<file path="config.mk">
export PLATFORM = sky130hd
export DESIGN_NAME = mcycle_unit_flat
export DESIGN_NICKNAME = d
export VERILOG_FILES = /design/src/rtl/mcycle_unit_if.sv /design/src/rtl/mcycle_unit.sv /design/src/flat_wrapper.sv
export SDC_FILE = /design/constraint.sdc
export NUM_CORES = 1
export LEC_CHECK = 0
export ABC_AREA = 1
export CAP_MARGIN = 20
export CORE_AREA = 4 4 154 267
export CTS_BUF_LIST = sky130_fd_sc_hd__clkbuf_8
export CTS_CLUSTER_DIAMETER = 150
export DETAILED_ROUTE_END_ITERATION = 7
export DIE_AREA = 0 0 158 271
export GPL_TIMING_DRIVEN = 0
export PLACE_DENSITY = 0.53
export SLEW_MARGIN = 10
export SYNTH_ARGS = -nofsm -noshare
export SYNTH_HDL_FRONTEND = slang
export SYNTH_SLANG_ARGS = --single-unit
</file>
<file path="constraint.sdc">
create_clock -name CLK -period 2.9 [get_ports CLK]
set_clock_uncertainty 0.05 [all_clocks]
set_input_delay 0.29 -clock CLK [delete_from_list [all_inputs] [get_ports CLK]]
set_output_delay 0.29 -clock CLK [all_outputs]
set_load 0.03 [all_outputs]
</file>
<file path="src/rtl/mcycle_unit_if.sv">
// Request/result bundle between the control unit and the iterative multiply/divide unit.
// The control unit uses the master modport; mcycle_unit uses the slave modport.
interface mcycle_unit_if #(
    parameter int WIDTH = 32
);
    logic             Start;
    logic             MCycleOp;
    logic [WIDTH-1:0] Operand1;
    logic [WIDTH-1:0] Operand2;
    logic [WIDTH-1:0] Result1;
    logic [WIDTH-1:0] Result2;
    logic             Busy;
    logic             Done;

    modport master (
        output Start, MCycleOp, Operand1, Operand2,
        input  Result1, Result2, Busy, Done
    );

    modport slave (
        input  Start, MCycleOp, Operand1, Operand2,
        output Result1, Result2, Busy, Done
    );
endinterface

</file>
<file path="src/rtl/mcycle_unit.sv">
// Iterative unsigned multiply (shift-add) / divide (restoring) unit, one iteration per clock.
// Busy stalls the pipeline from the issue cycle; results are held until the next completion.
module mcycle_unit #(
    parameter int WIDTH = 32
) (
    input  logic          CLK,
    input  logic          RESET,
    mcycle_unit_if.slave  bus
);
    localparam int CNT_W = (WIDTH > 1) ? $clog2(WIDTH) : 1;
    localparam logic [CNT_W-1:0] LAST = CNT_W'(WIDTH - 1);

    typedef enum logic {IDLE, COMPUTING} state_t;

    state_t             state, state_next;
    logic [CNT_W-1:0]   cnt;
    logic               op;
    logic [WIDTH-1:0]   divisor;
    logic [2*WIDTH-1:0] acc;
    logic [WIDTH-1:0]   rem;
    logic [WIDTH-1:0]   result1, result2;
    logic               done;

    logic               launch, finish, busy;
    logic [2*WIDTH-1:0] mul_nx;
    logic [2*WIDTH-1:0] div_nx;

    // One shift-add step: conditionally add into the upper WIDTH+1 bits, then shift right.
    function automatic logic [2*WIDTH-1:0] mul_step(input logic [2*WIDTH-1:0] a,
                                                     input logic [WIDTH-1:0]   b);
        logic [WIDTH:0]   upper;
        logic [2*WIDTH:0] wide;
        upper = {1'b0, a[2*WIDTH-1:WIDTH]} + (a[0] ? {1'b0, b} : '0);
        wide  = {upper, a[WIDTH-1:0]};
        return wide[2*WIDTH:1];
    endfunction

    // One restoring-division step; returns {remainder, quotient}.
    // The remainder always fits in WIDTH bits (it stays below the divisor, or for a zero
    // divisor it is a prefix of the dividend), so only the shifted trial needs WIDTH+1 bits.
    function automatic logic [2*WIDTH-1:0] div_step(input logic [WIDTH-1:0] r,
                                                     input logic [WIDTH-1:0] q,
                                                     input logic [WIDTH-1:0] b);
        logic [WIDTH:0] shifted;
        shifted = {r, q[WIDTH-1]};
        if (shifted >= {1'b0, b})
            return {WIDTH'(shifted - {1'b0, b}), q[WIDTH-2:0], 1'b1};
        else
            return {shifted[WIDTH-1:0], q[WIDTH-2:0], 1'b0};
    endfunction

    always_comb begin
        state_next = state;
        launch     = 1'b0;
        finish     = 1'b0;
        busy       = 1'b0;
        mul_nx     = mul_step(acc, divisor);
        div_nx     = div_step(rem, acc[WIDTH-1:0], divisor);
        case (state)
            IDLE: begin
                // Start is masked while reset is asserted so no stall leaks out of reset.
                if (bus.Start && RESET) begin
                    launch     = 1'b1;
                    busy       = 1'b1;
                    state_next = COMPUTING;
                end
            end
            COMPUTING: begin
                busy = 1'b1;
                if (cnt == LAST) begin
                    finish     = 1'b1;
                    state_next = IDLE;
                end
            end
            default: state_next = IDLE;
        endcase
    end

    always_ff @(posedge CLK or negedge RESET) begin
        if (!RESET) begin
            state   <= IDLE;
            cnt     <= '0;
            op      <= 1'b0;
            divisor <= '0;
            acc     <= '0;
            rem     <= '0;
            result1 <= '0;
            result2 <= '0;
            done    <= 1'b0;
        end else begin
            state <= state_next;
            done  <= finish;
            if (launch) begin
                op      <= bus.MCycleOp;
                divisor <= bus.Operand2;
                acc     <= {{WIDTH{1'b0}}, bus.Operand1};
                rem     <= '0;
                cnt     <= '0;
            end else if (state == COMPUTING) begin
                cnt <= cnt + 1'b1;
                if (op) begin
                    rem               <= div_nx[2*WIDTH-1:WIDTH];
                    acc[WIDTH-1:0]    <= div_nx[WIDTH-1:0];
                end else begin
                    acc <= mul_nx;
                end
            end
            if (finish) begin
                result1 <= op ? div_nx[WIDTH-1:0]       : mul_nx[WIDTH-1:0];
                result2 <= op ? div_nx[2*WIDTH-1:WIDTH] : mul_nx[2*WIDTH-1:WIDTH];
            end
        end
    end

    assign bus.Busy    = busy;
    assign bus.Done    = done;
    assign bus.Result1 = result1;
    assign bus.Result2 = result2;
endmodule

</file>
<file path="src/flat_wrapper.sv">
// flat-port wrapper written by rule: the top's interface ports become plain ports
module mcycle_unit_flat 
#(
    parameter int WIDTH = 32
)
  (CLK, RESET, bus_Start, bus_MCycleOp, bus_Operand1, bus_Operand2, bus_Result1, bus_Result2, bus_Busy, bus_Done);
  mcycle_unit_if #(.WIDTH(WIDTH)) bus_i ();
  input  logic CLK;
  input  logic RESET;
  input wire logic [$bits(bus_i.Start)-1:0] bus_Start;
  input wire logic [$bits(bus_i.MCycleOp)-1:0] bus_MCycleOp;
  input wire logic [$bits(bus_i.Operand1)-1:0] bus_Operand1;
  input wire logic [$bits(bus_i.Operand2)-1:0] bus_Operand2;
  output wire logic [$bits(bus_i.Result1)-1:0] bus_Result1;
  output wire logic [$bits(bus_i.Result2)-1:0] bus_Result2;
  output wire logic [$bits(bus_i.Busy)-1:0] bus_Busy;
  output wire logic [$bits(bus_i.Done)-1:0] bus_Done;
  assign bus_i.Start = bus_Start;
  assign bus_i.MCycleOp = bus_MCycleOp;
  assign bus_i.Operand1 = bus_Operand1;
  assign bus_i.Operand2 = bus_Operand2;
  assign bus_Result1 = bus_i.Result1;
  assign bus_Result2 = bus_i.Result2;
  assign bus_Busy = bus_i.Busy;
  assign bus_Done = bus_i.Done;
  mcycle_unit #(.WIDTH(WIDTH)) u_core (.CLK(CLK), .RESET(RESET), .bus(bus_i));
endmodule
</file>
Word level (Yosys, flattened, before mapping) --
Index checks and enable logic that the tools add are counted. Widths: inputs -> output; s select.
Storage, ports and cells: output and inout port bits 66, memory bits (writable) 0, register bits after elaboration 200, memories 0, ROM bits 0, bits in latches 0, input port bits 68
Cells by class: div/mod/pow operators 0, shift operators 0, equality and inequality tests 2, multiplexer cells 19, multipliers 0, $lt $le $gt $ge 1, bitwise gates (word level) 1, reductions and logical operators 5, add/subtract/negate cells 3
Operators with widths (number):
- $mux 32 | 7
- $mux 64 | 3
- $add 32x33->33 | 1
- $ge 33x32->1 | 1
- $sub 32x32->32 | 1
- $mux 5 | 2
- $add 5x1->5 const B | 1
- $eq 5x5->1 const B | 1
- $mux 1 | 5
- $pmux 1 s2 | 2
- $reduce_and 2->1 | 2
- $reduce_bool 2->1 | 2
- $ne 2x2->1 const B | 1
- $logic_and 1x1->1 | 1
- $not 1->1 | 1

Depth between registers and ports, before layout --
word-level depth 5, mapped depth 21, depth with buffers taken out 19

Worst setup path after synthesis --
Ideal clock, no wire load.
path type register to register, start register u_core.acc[0], end register u_core.result2[27], in the netlist u_core.bus.Result2[27], data arrival time 2.271 ns, setup slack 0.462 ns, library setup time 0.117 ns, required time 2.733 ns, stages on the path, launching flop included 21, path through dfrtp_1 clkbuf_1 clkbuf_1 nand2_1 inv_1 ha_1 fa_1 nand3_1 nand2_1 nand2_1 nand2_1 nand2_1 nand2_1 nand2_1 nand2_1 nand2_1 nand3_1 nand2_1 inv_1 nand2_1 nand2_1
On the way: cells in the longest elaborated chain, start to end 3
RTL lines:
- start, declared | line mcycle_unit.sv:19 | logic [2*WIDTH-1:0] acc;
- start signal, assigned | line mcycle_unit.sv:96 | acc <= {{WIDTH{1'b0}}, bus.Operand1};
- start signal, assigned by index | line mcycle_unit.sv:103 | acc[WIDTH-1:0] <= div_nx[WIDTH-1:0];
- start signal, assigned | line mcycle_unit.sv:105 | acc <= mul_nx;
- $mux 32 | line mcycle_unit.sv:33 | upper = {1'b0, a[2*WIDTH-1:WIDTH]} + (a[0] ? {1'b0, b} : '0);
- $add 32x33->33 | line mcycle_unit.sv:33
- $mux 32 | line mcycle_unit.sv:110 | result2 <= op ? div_nx[2*WIDTH-1:WIDTH] : mul_nx[2*WIDTH-1:WIDTH];
- end signal, assigned | line mcycle_unit.sv:110
- end, declared | line mcycle_unit.sv:21 | logic [WIDTH-1:0] result1, result2;
Every way passes these cells. A chain may end at the register's enable or synchronous reset.

Final worst setup path --
start register u_core.divisor[4], end register u_core.result2[18], in the netlist u_core.bus.Result2[18]
On the way: cells in the longest elaborated chain, start to end 3, elaborated cells on any way between the ends 6, those cells by class add/sub: 2; order compare: 1; mux: 3
RTL lines:
- start, declared | line mcycle_unit.sv:18 | logic [WIDTH-1:0] divisor;
- start signal, assigned | line mcycle_unit.sv:95 | divisor <= bus.Operand2;
- $mux 32, or another cell as far along | line mcycle_unit.sv:33
- $add 32x33->33 or $mux 64 (tied branches) | line mcycle_unit.sv:33, mcycle_unit.sv:46
- $mux 32 * | line mcycle_unit.sv:110
Mark *: on every way between the ends. The rest lies on a longest branch, timed or not.

==> metrics <==
outcome=finished, final reports clean; fmax=356 MHz; initial antenna violation count=3; die width=158 um; CTS tree=yes; total die area=42800 um2; initial core utilization=34.6%; critical path capture point type=register; nets=2297; Gate Count Post-Synth=2000; most common cell after layout, fill and taps aside=nand2_1; Setup-failing EPs final=0; Tightest Pin Transition=768 ps; drt pass-1 iters=7; antenna-violating nets left=0; Worst Hold Class=in -> reg; endpoints failing hold=0; register bit total from synthesis=200; Clk Latency, worst-skew pair=530 ps; Slew HR=48.8%; vias in the first global route=13784; DR vias/cell=5.04; initial DRC count=749; RePlAce Congestion=0.979; hold_ws=268 ps; Worst EP required=3320 ps; most frequent cells in the layout=732 x nand2_1, 280 x inv_1, 199 x dfrtp_1; wire per inst=20.3 um; Core Region=39000 um2; clk root buf=clkbuf_8; via count=13441; critical path data arrival time=3220 ps; H-tree depth=4; Syn Std Cell Area=13500 um2; register area share after synthesis=37.1%; IO Pins=134; P&R area growth vs syn=21.4%; Clock transition at path regs=120 ps; post-layout min period=2810 ps; final HPWL from detailed placement=44.2 mm; CP Max Fanout=10; synthesized area per cell=6.75 um2; DRC Markers=0; die height=271 um; Max clock buf depth=2; buffers added on ports=133; all-layer global routing usage=25.3%; Worst setup SP type=register; final wirelength=54.1 mm; RSZ-0062 raised after global routing=true; fin crit share=96.8%; share of layout cells above drive strength 1=7.82%; fin. max-slew vios=0; site row count=96; cts bufs inserted=17; Yosys cell types=43; syn nets=2136; Yosys warnings=0; clock sinks=200; global-route wire length before repair=81.3 mm; largest net degree at the start of global routing=74; Setup CP Type=reg -> reg; MaxCap Viol Count=0; grt total ovfl=0
## cell type report
class	count	area (um2)
Inverter	290	1090
Clock buffer	17	234
Sequential cell	200	5010
Clock inverter	15	190
Buffer	61	292
Timing Repair Buffer	145	1540
Antenna cell	1	2.50
Tap cell	490	613
Multi-Input combinational cell	1446	7420
Fill cell	4094	22600
## synthesized netlist by cell type
cell type	instances	area share [%]
nand2_1	744	21
inv_1	285	7.9
dfrtp_1	200	37
o21ai_0	166	6.2
nand3_1	129	4.8
nor2_1	103	2.9
a21oi_1	72	2.7
ha_1	66	6.1
clkbuf_1	47	1.3
o221ai_1	31	2.0
nand4_1	18	0.83
nor3_1	15	0.56
xor2_1	12	0.78
nand2_2	9	0.42
xnor2_1	9	0.58
a22o_1	7	0.45
and2_1	7	0.32
buf_2	7	0.26
nor2_2	7	0.32
o21bai_1	7	0.39
a21o_1	6	0.33
buf_1	6	0.17
a21oi_2	5	0.32
nand3b_1	5	0.28
o21ai_1	5	0.19
inv_2	4	0.11
o21ai_2	4	0.26
buf_6	3	0.25
o22ai_1	3	0.14
fa_1	2	0.30
nor3_2	2	0.15
nor4_1	2	0.093
o21a_1	2	0.11
a211oi_1	1	0.056
a31oi_1	1	0.046
a32o_1	1	0.074
and3_1	1	0.046
buf_12	1	0.15
clkinv_1	1	0.028
nand2_8	1	0.15
nand3_2	1	0.074
nor2_8	1	0.15
o211ai_1	1	0.056
## metrics by stage
| stage | instance area [um2] | setup slack (ps) | instances | TNS (ps) | util (%) |
|---|---|---|---|---|---|
| after floorplan | 13500 | 462 | 2000 | 0 | - |
| after global placement | 15400 | -8290 | 2623 | -2629000 | 39.6 |
| after detailed placement | 15500 | -632 | 2625 | -45010 | 39.7 |
| after CTS | 16100 | 9.65 | 2661 | 0 | 41.2 |
| after global routing | 16400 | -41.6 | 2664 | -151 | 42.0 |
| final | 16400 | 93.7 | 2665 | 0 | 42.0 |
## metal layers
| metal | share of wire [%] | vias up | global-route usage [%] |
|---|---|---|---|
| li1 | - | 6690 | - |
| met1 | 36 | 6272 | 26.8 |
| met2 | 54 | 382 | 47.4 |
| met3 | 4.6 | 97 | 4.18 |
| met4 | 5.3 | 0 | 11.9 |
| met5 | 0 | - | 0 |
## what timing repair did
action / in CTS / in global routing
pin swaps: 0 / 4
setup buffers: 0 / 4
setup endpoints to repair: 64 / 63
gates resized for setup: 17 / 86
endpoints found under the hold margin: 73 / 0
hold buffers: 6 / 0
## flip-flops by register name, summed over array words and instances, names as in the netlist
name                flops
u_core.acc             64
u_core.bus.Done         1
u_core.bus.Result1     32
u_core.bus.Result2     32
u_core.cnt              5
u_core.divisor         32
u_core.op               1
u_core.rem             32
u_core.state            1
## final timing paths
path / startpoint / end / slack (ps) / depth (start not counted)
setup / recovery: u_core.divisor[4] / u_core.bus.Result2[18] / 90 / 15
hold / removal: bus_Operand2[14] / u_core.divisor[14] / 270 / 3
setup reg to reg: u_core.divisor[4] / u_core.bus.Result2[18] / 90 / 15
hold reg to reg: u_core.bus.Result2[12] / u_core.bus.Result2[12] / 450 / 2
max in group asynchronous: RESET / u_core.acc[41] / 1980 / 4
min in group asynchronous: RESET / u_core.acc[25] / 330 / 3
## logic make-up after synthesis
kind of cell,share of synthesized area [%]
compound gates,13.3
xor+xnor,1.36
flops,37.1
fa+ha+maj,6.41
buf+inv,10.2
simple gates,31.7
## worst max-delay path, cell delays in order, from the launching register on
cell and delay [ps]:
dfrtp_1 370, inv_1 100, ha_2 390, nand2_1 90
nor2_1 180, nand3_1 120, nand3_2 130, nand2_1 70
nand2_2 140, nand2_4 150, nand2_8 160, buf_6 170
nand3_1 180, nand3_1 190, nand3_1 140, nand2_1 90
Power is not shown: default switching activity piles up to over one toggle a cycle in this logic, so the estimate is an artifact.
